$ cat src/rtl/ddr4_cmd_sequencer.sv
// ddr4_cmd_sequencer: single-request DDR4 initiator.
// Sequences ACT, RD/WR, PRE and moves one BL-beat burst.
module ddr4_cmd_sequencer #(
    parameter int RANKS        = 1,
    parameter int CHIPS        = 18,
    parameter int BGWIDTH      = 2,
    parameter int BAWIDTH      = 2,
    parameter int ADDRWIDTH    = 17,
    parameter int COLWIDTH     = 10,
    parameter int DEVICE_WIDTH = 4,
    parameter int BL           = 8,
    parameter int TRCD         = 15,
    parameter int TCL          = 15,
    parameter int TCWL         = 11,
    parameter int TWR          = 12,
    parameter int TRP          = 15,
    parameter int CNTW         = 8,
    localparam int DQWIDTH     = DEVICE_WIDTH * CHIPS,
    localparam int RKW         = (RANKS > 1) ? $clog2(RANKS) : 1
) (
    input  logic                    clk,
    input  logic                    reset,
    input  logic                    req_valid,
    output logic                    req_ready,
    input  logic                    req_write,
    input  logic [RKW-1:0]          req_rank,
    input  logic [BGWIDTH-1:0]      req_bg,
    input  logic [BAWIDTH-1:0]      req_ba,
    input  logic [ADDRWIDTH-1:0]    req_row,
    input  logic [COLWIDTH-1:0]     req_col,
    input  logic [DQWIDTH*BL-1:0]   req_wdata,
    output logic [DQWIDTH*BL-1:0]   rdata,
    output logic                    rdata_valid,
    output logic [RANKS-1:0]        cs_n,
    output logic                    act_n,
    output logic [ADDRWIDTH-1:0]    A,
    output logic [BGWIDTH-1:0]      bg,
    output logic [BAWIDTH-1:0]      ba,
    output logic [DQWIDTH-1:0]      dq_out,
    output logic                    dq_oe,
    input  logic [DQWIDTH-1:0]      dq_in,
    output logic [CHIPS-1:0]        dqs_t,
    output logic [CHIPS-1:0]        dqs_c
);

    localparam int BW = (BL > 1) ? $clog2(BL) : 1;

    typedef enum logic [3:0] {
        S_IDLE,
        S_ACT,
        S_TRCD_WAIT,
        S_CAS,
        S_LAT_WAIT,
        S_DATA,
        S_WR_RECOV,
        S_PRE,
        S_TRP_WAIT
    } state_t;

    state_t                  state_q;
    logic [CNTW-1:0]         cnt_q;
    logic [BW-1:0]           beat_q;

    logic                    wr_q;
    logic [RKW-1:0]          rank_q;
    logic [ADDRWIDTH-1:0]    row_q;
    logic [COLWIDTH-1:0]     col_q;
    logic [DQWIDTH*BL-1:0]   wdata_q;
    logic [DQWIDTH*BL-1:0]   rbuf_q;

    logic                    req_ready_q;
    logic [RANKS-1:0]        cs_n_q;
    logic                    act_n_q;
    logic [ADDRWIDTH-1:0]    a_q;
    logic [BGWIDTH-1:0]      bg_q;
    logic [BAWIDTH-1:0]      ba_q;
    logic [DQWIDTH-1:0]      dq_out_q;
    logic                    dq_oe_q;
    logic [CHIPS-1:0]        dqs_t_q;
    logic [CHIPS-1:0]        dqs_c_q;
    logic [DQWIDTH*BL-1:0]   rdata_q;
    logic                    rdata_valid_q;

    logic [ADDRWIDTH-1:0]    cas_a_d;
    logic [ADDRWIDTH-1:0]    pre_a_d;
    logic [DQWIDTH*BL-1:0]   rbuf_d;
    logic                    lat_one_d;
    logic [CNTW-1:0]         lat_ld_d;
    logic                    last_beat_d;

    // Active-low one-hot chip select; out-of-range ranks select nothing.
    function automatic logic [RANKS-1:0] cs_sel(input logic [RKW-1:0] r);
        for (int i = 0; i < RANKS; i++) begin
            cs_sel[i] = (r != RKW'(i));
        end
    endfunction

    // Command address words, read buffer merge and CAS latency choice.
    always_comb begin
        cas_a_d = '0;
        cas_a_d[COLWIDTH-1:0] = col_q;
        cas_a_d[10] = 1'b0;
        cas_a_d[16:14] = wr_q ? 3'b100 : 3'b101;
        pre_a_d = '0;
        pre_a_d[16:14] = 3'b010;
        rbuf_d = rbuf_q;
        rbuf_d[int'(beat_q)*DQWIDTH +: DQWIDTH] = dq_in;
        lat_one_d = wr_q ? (TCWL == 1) : (TCL == 1);
        lat_ld_d = wr_q ? CNTW'(TCWL - 2) : CNTW'(TCL - 2);
        last_beat_d = (beat_q == BW'(BL - 1));
    end

    // Sequencer FSM; every pin value is registered for the cycle it names.
    always_ff @(posedge clk) begin
        if (reset) begin
            state_q       <= S_IDLE;
            cnt_q         <= '0;
            beat_q        <= '0;
            wr_q          <= 1'b0;
            rank_q        <= '0;
            row_q         <= '0;
            col_q         <= '0;
            wdata_q       <= '0;
            rbuf_q        <= '0;
            req_ready_q   <= 1'b0;
            cs_n_q        <= '1;
            act_n_q       <= 1'b1;
            a_q           <= '0;
            bg_q          <= '0;
            ba_q          <= '0;
            dq_out_q      <= '0;
            dq_oe_q       <= 1'b0;
            dqs_t_q       <= '0;
            dqs_c_q       <= '1;
            rdata_q       <= '0;
            rdata_valid_q <= 1'b0;
        end else begin
            cs_n_q        <= '1;
            act_n_q       <= 1'b1;
            a_q           <= '0;
            rdata_valid_q <= 1'b0;
            unique case (state_q)
                S_IDLE: begin
                    req_ready_q <= 1'b1;
                    bg_q        <= '0;
                    ba_q        <= '0;
                    if (req_valid && req_ready_q) begin
                        req_ready_q <= 1'b0;
                        wr_q    <= req_write;
                        rank_q  <= req_rank;
                        row_q   <= req_row;
                        col_q   <= req_col;
                        wdata_q <= req_wdata;
                        cs_n_q  <= cs_sel(req_rank);
                        act_n_q <= 1'b0;
                        a_q     <= req_row;
                        bg_q    <= req_bg;
                        ba_q    <= req_ba;
                        state_q <= S_ACT;
                    end
                end
                S_ACT, S_TRCD_WAIT: begin
                    if (state_q == S_ACT ? (TRCD == 1) : (cnt_q == '0)) begin
                        cs_n_q  <= cs_sel(rank_q);
                        a_q     <= cas_a_d;
                        state_q <= S_CAS;
                    end else if (state_q == S_ACT) begin
                        cnt_q   <= CNTW'(TRCD - 2);
                        state_q <= S_TRCD_WAIT;
                    end else begin
                        cnt_q <= cnt_q - CNTW'(1);
                    end
                end
                S_CAS, S_LAT_WAIT: begin
                    if (state_q == S_CAS ? lat_one_d : (cnt_q == '0)) begin
                        beat_q  <= '0;
                        state_q <= S_DATA;
                        if (wr_q) begin
                            dq_oe_q  <= 1'b1;
                            dqs_t_q  <= '1;
                            dqs_c_q  <= '0;
                            dq_out_q <= wdata_q[DQWIDTH-1:0];
                        end
                    end else if (state_q == S_CAS) begin
                        cnt_q   <= lat_ld_d;
                        state_q <= S_LAT_WAIT;
                    end else begin
                        cnt_q <= cnt_q - CNTW'(1);
                    end
                end
                S_DATA: begin
                    if (!last_beat_d) begin
                        beat_q <= beat_q + BW'(1);
                        if (wr_q) begin
                            dq_out_q <= wdata_q[(int'(beat_q) + 1)*DQWIDTH +: DQWIDTH];
                        end else begin
                            rbuf_q <= rbuf_d;
                        end
                    end else begin
                        beat_q <= '0;
                        if (wr_q) begin
                            dq_oe_q  <= 1'b0;
                            dq_out_q <= '0;
                            dqs_t_q  <= '0;
                            dqs_c_q  <= '1;
                            if (TWR == 0) begin
                                cs_n_q  <= cs_sel(rank_q);
                                a_q     <= pre_a_d;
                                state_q <= S_PRE;
                            end else begin
                                cnt_q   <= CNTW'(TWR - 1);
                                state_q <= S_WR_RECOV;
                            end
                        end else begin
                            rbuf_q        <= rbuf_d;
                            rdata_q       <= rbuf_d;
                            rdata_valid_q <= 1'b1;
                            cs_n_q        <= cs_sel(rank_q);
                            a_q           <= pre_a_d;
                            state_q       <= S_PRE;
                        end
                    end
                end
                S_WR_RECOV: begin
                    if (cnt_q == '0) begin
                        cs_n_q  <= cs_sel(rank_q);
                        a_q     <= pre_a_d;
                        state_q <= S_PRE;
                    end else begin
                        cnt_q <= cnt_q - CNTW'(1);
                    end
                end
                S_PRE: begin
                    bg_q <= '0;
                    ba_q <= '0;
                    if (TRP == 1) begin
                        req_ready_q <= 1'b1;
                        state_q     <= S_IDLE;
                    end else begin
                        cnt_q   <= CNTW'(TRP - 2);
                        state_q <= S_TRP_WAIT;
                    end
                end
                S_TRP_WAIT: begin
                    if (cnt_q == '0) begin
                        req_ready_q <= 1'b1;
                        state_q     <= S_IDLE;
                    end else begin
                        cnt_q <= cnt_q - CNTW'(1);
                    end
                end
                default: state_q <= S_IDLE;
            endcase
        end
    end

    assign req_ready   = req_ready_q;
    assign cs_n        = cs_n_q;
    assign act_n       = act_n_q;
    assign A           = a_q;
    assign bg          = bg_q;
    assign ba          = ba_q;
    assign dq_out      = dq_out_q;
    assign dq_oe       = dq_oe_q;
    assign dqs_t       = dqs_t_q;
    assign dqs_c       = dqs_c_q;
    assign rdata       = rdata_q;
    assign rdata_valid = rdata_valid_q;

endmodule

$ cat config.mk
export PLATFORM = sky130hd
export DESIGN_NAME = ddr4_cmd_sequencer
export DESIGN_NICKNAME = d
export VERILOG_FILES = /design/src/rtl/ddr4_cmd_sequencer.sv
export SDC_FILE = /design/constraint.sdc
export NUM_CORES = 2
export LEC_CHECK = 0
export BUFFER_PORTS_ARGS = -buffer_cell sky130_fd_sc_hd__buf_2
export CAP_MARGIN = 20
export CORE_AREA = 2 2 537 539
export CTS_CLUSTER_SIZE = 10
export DETAILED_ROUTE_END_ITERATION = 7
export DIE_AREA = 0 0 539 541
export GPL_TIMING_DRIVEN = 0
export PLACE_DENSITY = 0.55
export SYNTH_ARGS = -nofsm -noshare
export SYNTH_HDL_FRONTEND = slang
export SYNTH_SLANG_ARGS = --single-unit
$ cat constraint.sdc
create_clock -name clk -period 4.67 [get_ports clk]
set_input_delay 0.934 -clock clk [delete_from_list [all_inputs] [get_ports clk]]
set_output_delay 0.934 -clock clk [all_outputs]
set_load 0.01 [all_outputs]
==> results.toml <==
[timing]
setup_violations = 18
worst_clock_skew_ns = 0.104
hold_slack_ns = 0.236
setup_tns_ns = -0.529
timing.fmax_mhz = 211
fin_ws_ns = -0.0765
drv_slew = 0
slew-limit-headroom_pct = 13.1
worstMarginPinSlew_ns = 1.30
hold_viol_final = 0
fin_crit_ns = 4.75
timing.final.crit_share_pct = 102

[place]
gp_congestion = 1.08
dp_slack_ns = -3.66
place_hpwl_um = 441000
portBuffers = 1385
dpl_cell_area_um2 = 93600

[die]
core_um2 = 286000
initial_core_util_pct = 28.1
chipWidth_um = 539
io_pins = 1394
die_y_um = 541
row_count = 197
die-area_um2 = 292000

[cts]
root_buffer = "clkbuf_16"
htree_levels = 4
cts_buffers = 221
numClockSinks = 1854
cts_tree = "built"
hold_buffers = 0
clk_latency_ns = 0.99
cts_buffer_depth = 4
clk_pin_slew_ns = 0.06

[power_and_ir_drop]
p_leak_nw = 37.9
power_density_nw_per_um2 = 381
irDropWorstVdd_mv = 0.321

[synth]
synth_area_leaders = "dfxtp_1 46%, nand2_1 9.0%, a21oi_1 7.1%"
synth_compound_area_share_pct = 24.0
avgSynthCellArea_um2 = 8.20
synth_ff_type = "dfxtp_1"
synthMuxAreaShare_pct = 5.83
synthSimpleGateAreaFrac_pct = 18.8
yosysTopAreaCell = "dfxtp_1"
synth_adder_area_share_pct = 0.171
yosysMostFrequentCell = "nand2_1"
async_flop_share_pct = 0
syn_nets = 10507
netlist_area_um2 = 80500
synth.distinct_cells = 101
synth_top_area_share_pct = 46.1
yosysWarnings = 0
synthCells = 9812
synth-edff-count = 0
yosys_register_bits = 1854
yosysSeqAreaShare_pct = 46.1
synth_common_cells = "1920 x nand2_1, 1854 x dfxtp_1, 1138 x a21oi_1"
post_synth_xor_area_fraction_pct = 0.0435
synth_top_family_by_area = "compound AO/OA/AOI/OAI gates"

[global_routing]
globalRouteTotalUtil_pct = 35.4
grt_pass1_vias = 81397
gr-total-overflow = 0
grt_pass1_wl_um = 712000
grt_max_degree = 21
antenna_found_initial = 145

[cells_and_area]
post-route-util_pct = 36.0
final_nets = 12263
fillers = 30565
drive_gt1_share_pct = 22.2
area_delta_synth_final_pct = 28.2
design_area_um2 = 103000

[routing]
first_pass_iters = 8
antenna_left = 0
vias = 87719
wl_per_cell_um = 34.9
drtIter0Drc = 10144
drcViolationCount = 0
vias_per_cell = 5.65
finalWirelength_um = 542000

[critical_path]
crit_path_end_kind = "flip-flop"
crit_arrival_ns = 5.54
cp_max_fo = 10
critPathSlowestCell = "a21oi_1"
cpPeakStageDelay_ns = 0.41
worstPathRequired_ns = 5.46
crit_path_start_kind = "flip-flop"
path_class = "flip-flop to flip-flop"
crit_chain = "buf_6, clkinvlp_4, clkbuf_16, clkbuf_16, ha_4, clkbuf_1, clkbuf_4, buf_2, buf_2, clkbuf_4, mux2i_1, nor2_1, a21oi_1, o22ai_1, o21ai_0, a21oi_1"

[worst_hold_path]
hold_class = "primary input to flip-flop"

[run_status]
outcome = "finished, violations left"
violations = "setup timing"

[flow_run]
max_cap_violations = 0
timing repair:
item,CTS,global route
buffers inserted,45,13
cloned,0,0
endpoints found under the setup margin,1168,593
resized for setup,492,81
endpoints found under the hold margin,0,0
pin swaps,26,13
flip-flops by register name (all words and copies together), names as in the netlist, 4 cells and up:
register,cells
A,17
wdata_q,576
state_q,4
cnt_q,8
rbuf_q,576
rdata,576
col_q,10
dq_out,72
worst max-delay path: cells and delay by family, from the launching register on:
family,cells,cell delay [ns]
flops,1,0.38
simple gates,1,0.06
buf+inv,9,2.51
compound gates,4,1.18
mux,1,0.23
fa+ha+maj,1,0.25
cell type report:
cell class	count	area, µm²	area share, %
Tap cell	3781	4730	4.58
Clock inverter	30	498	0.483
Multi-Input combinational cell	6978	41100	39.8
Buffer	882	4260	4.13
Clock buffer	277	5900	5.72
Inverter	79	323	0.313
Timing Repair Buffer	1552	9000	8.72
Sequential cell	1854	37100	36.0
Antenna cell	100	250	0.242
report_power, final:
part,leakage [nW],internal [W],switching [W]
Sequential,15.0,0.0167,0.000543
Clock,3.12,0.00916,0.00722
Combinational,19.8,0.00157,0.00420
cells by family (layout without fill, tap and decap cells):
kind of cell	Yosys count	after routing
simple gates	3610	3610
compound gates	3004	3004
flops	1854	1854
buf+inv	980	2820
mux	349	349
fa+ha+maj	11	11
xor+xnor	4	4
other cells	0	100
layout by cell type, fill, tap and decap left out, drive strengths merged, types with 208 or more instances in the layout:
cell,instances
nand2,1920
dfxtp,1854
buf,1744
a21oi,1142
clkbuf,964
nor2,939
o21ai,505
a211oi,317
nor3,240
mux2i,208
routing by layer:
layer  vias to the layer above  GRT usage, %  wire (µm)
met4                        54          28.9      52100
met3                      1427          9.56      52900
met5                         -             0        350
li1                      38488             -          -
met2                      5423          57.1     246000
met1                     42327          39.3     191000
worst paths after layout:
check                  start          to  slack [ns]  depth (start not counted)
hold / removal     req_ba[0]       ba[0]        0.24                          2
setup reg to reg   beat_q[0]   rdata[24]       -0.08                         16
hold reg to reg   rdata[239]  rdata[239]        0.43                          2
setup / recovery   beat_q[0]   rdata[24]       -0.08                         16
through the flow:
stage	std cells	total power, W
2_1_floorplan	9812	0.0202
3_3_place_gp	14978	0.0230
3_5_place_dp	15073	0.0231
4_1_cts	15413	0.0394
5_1_grt	15496	0.0405
6_report	15533	0.0394
Power figures use the tool's default switching activity.
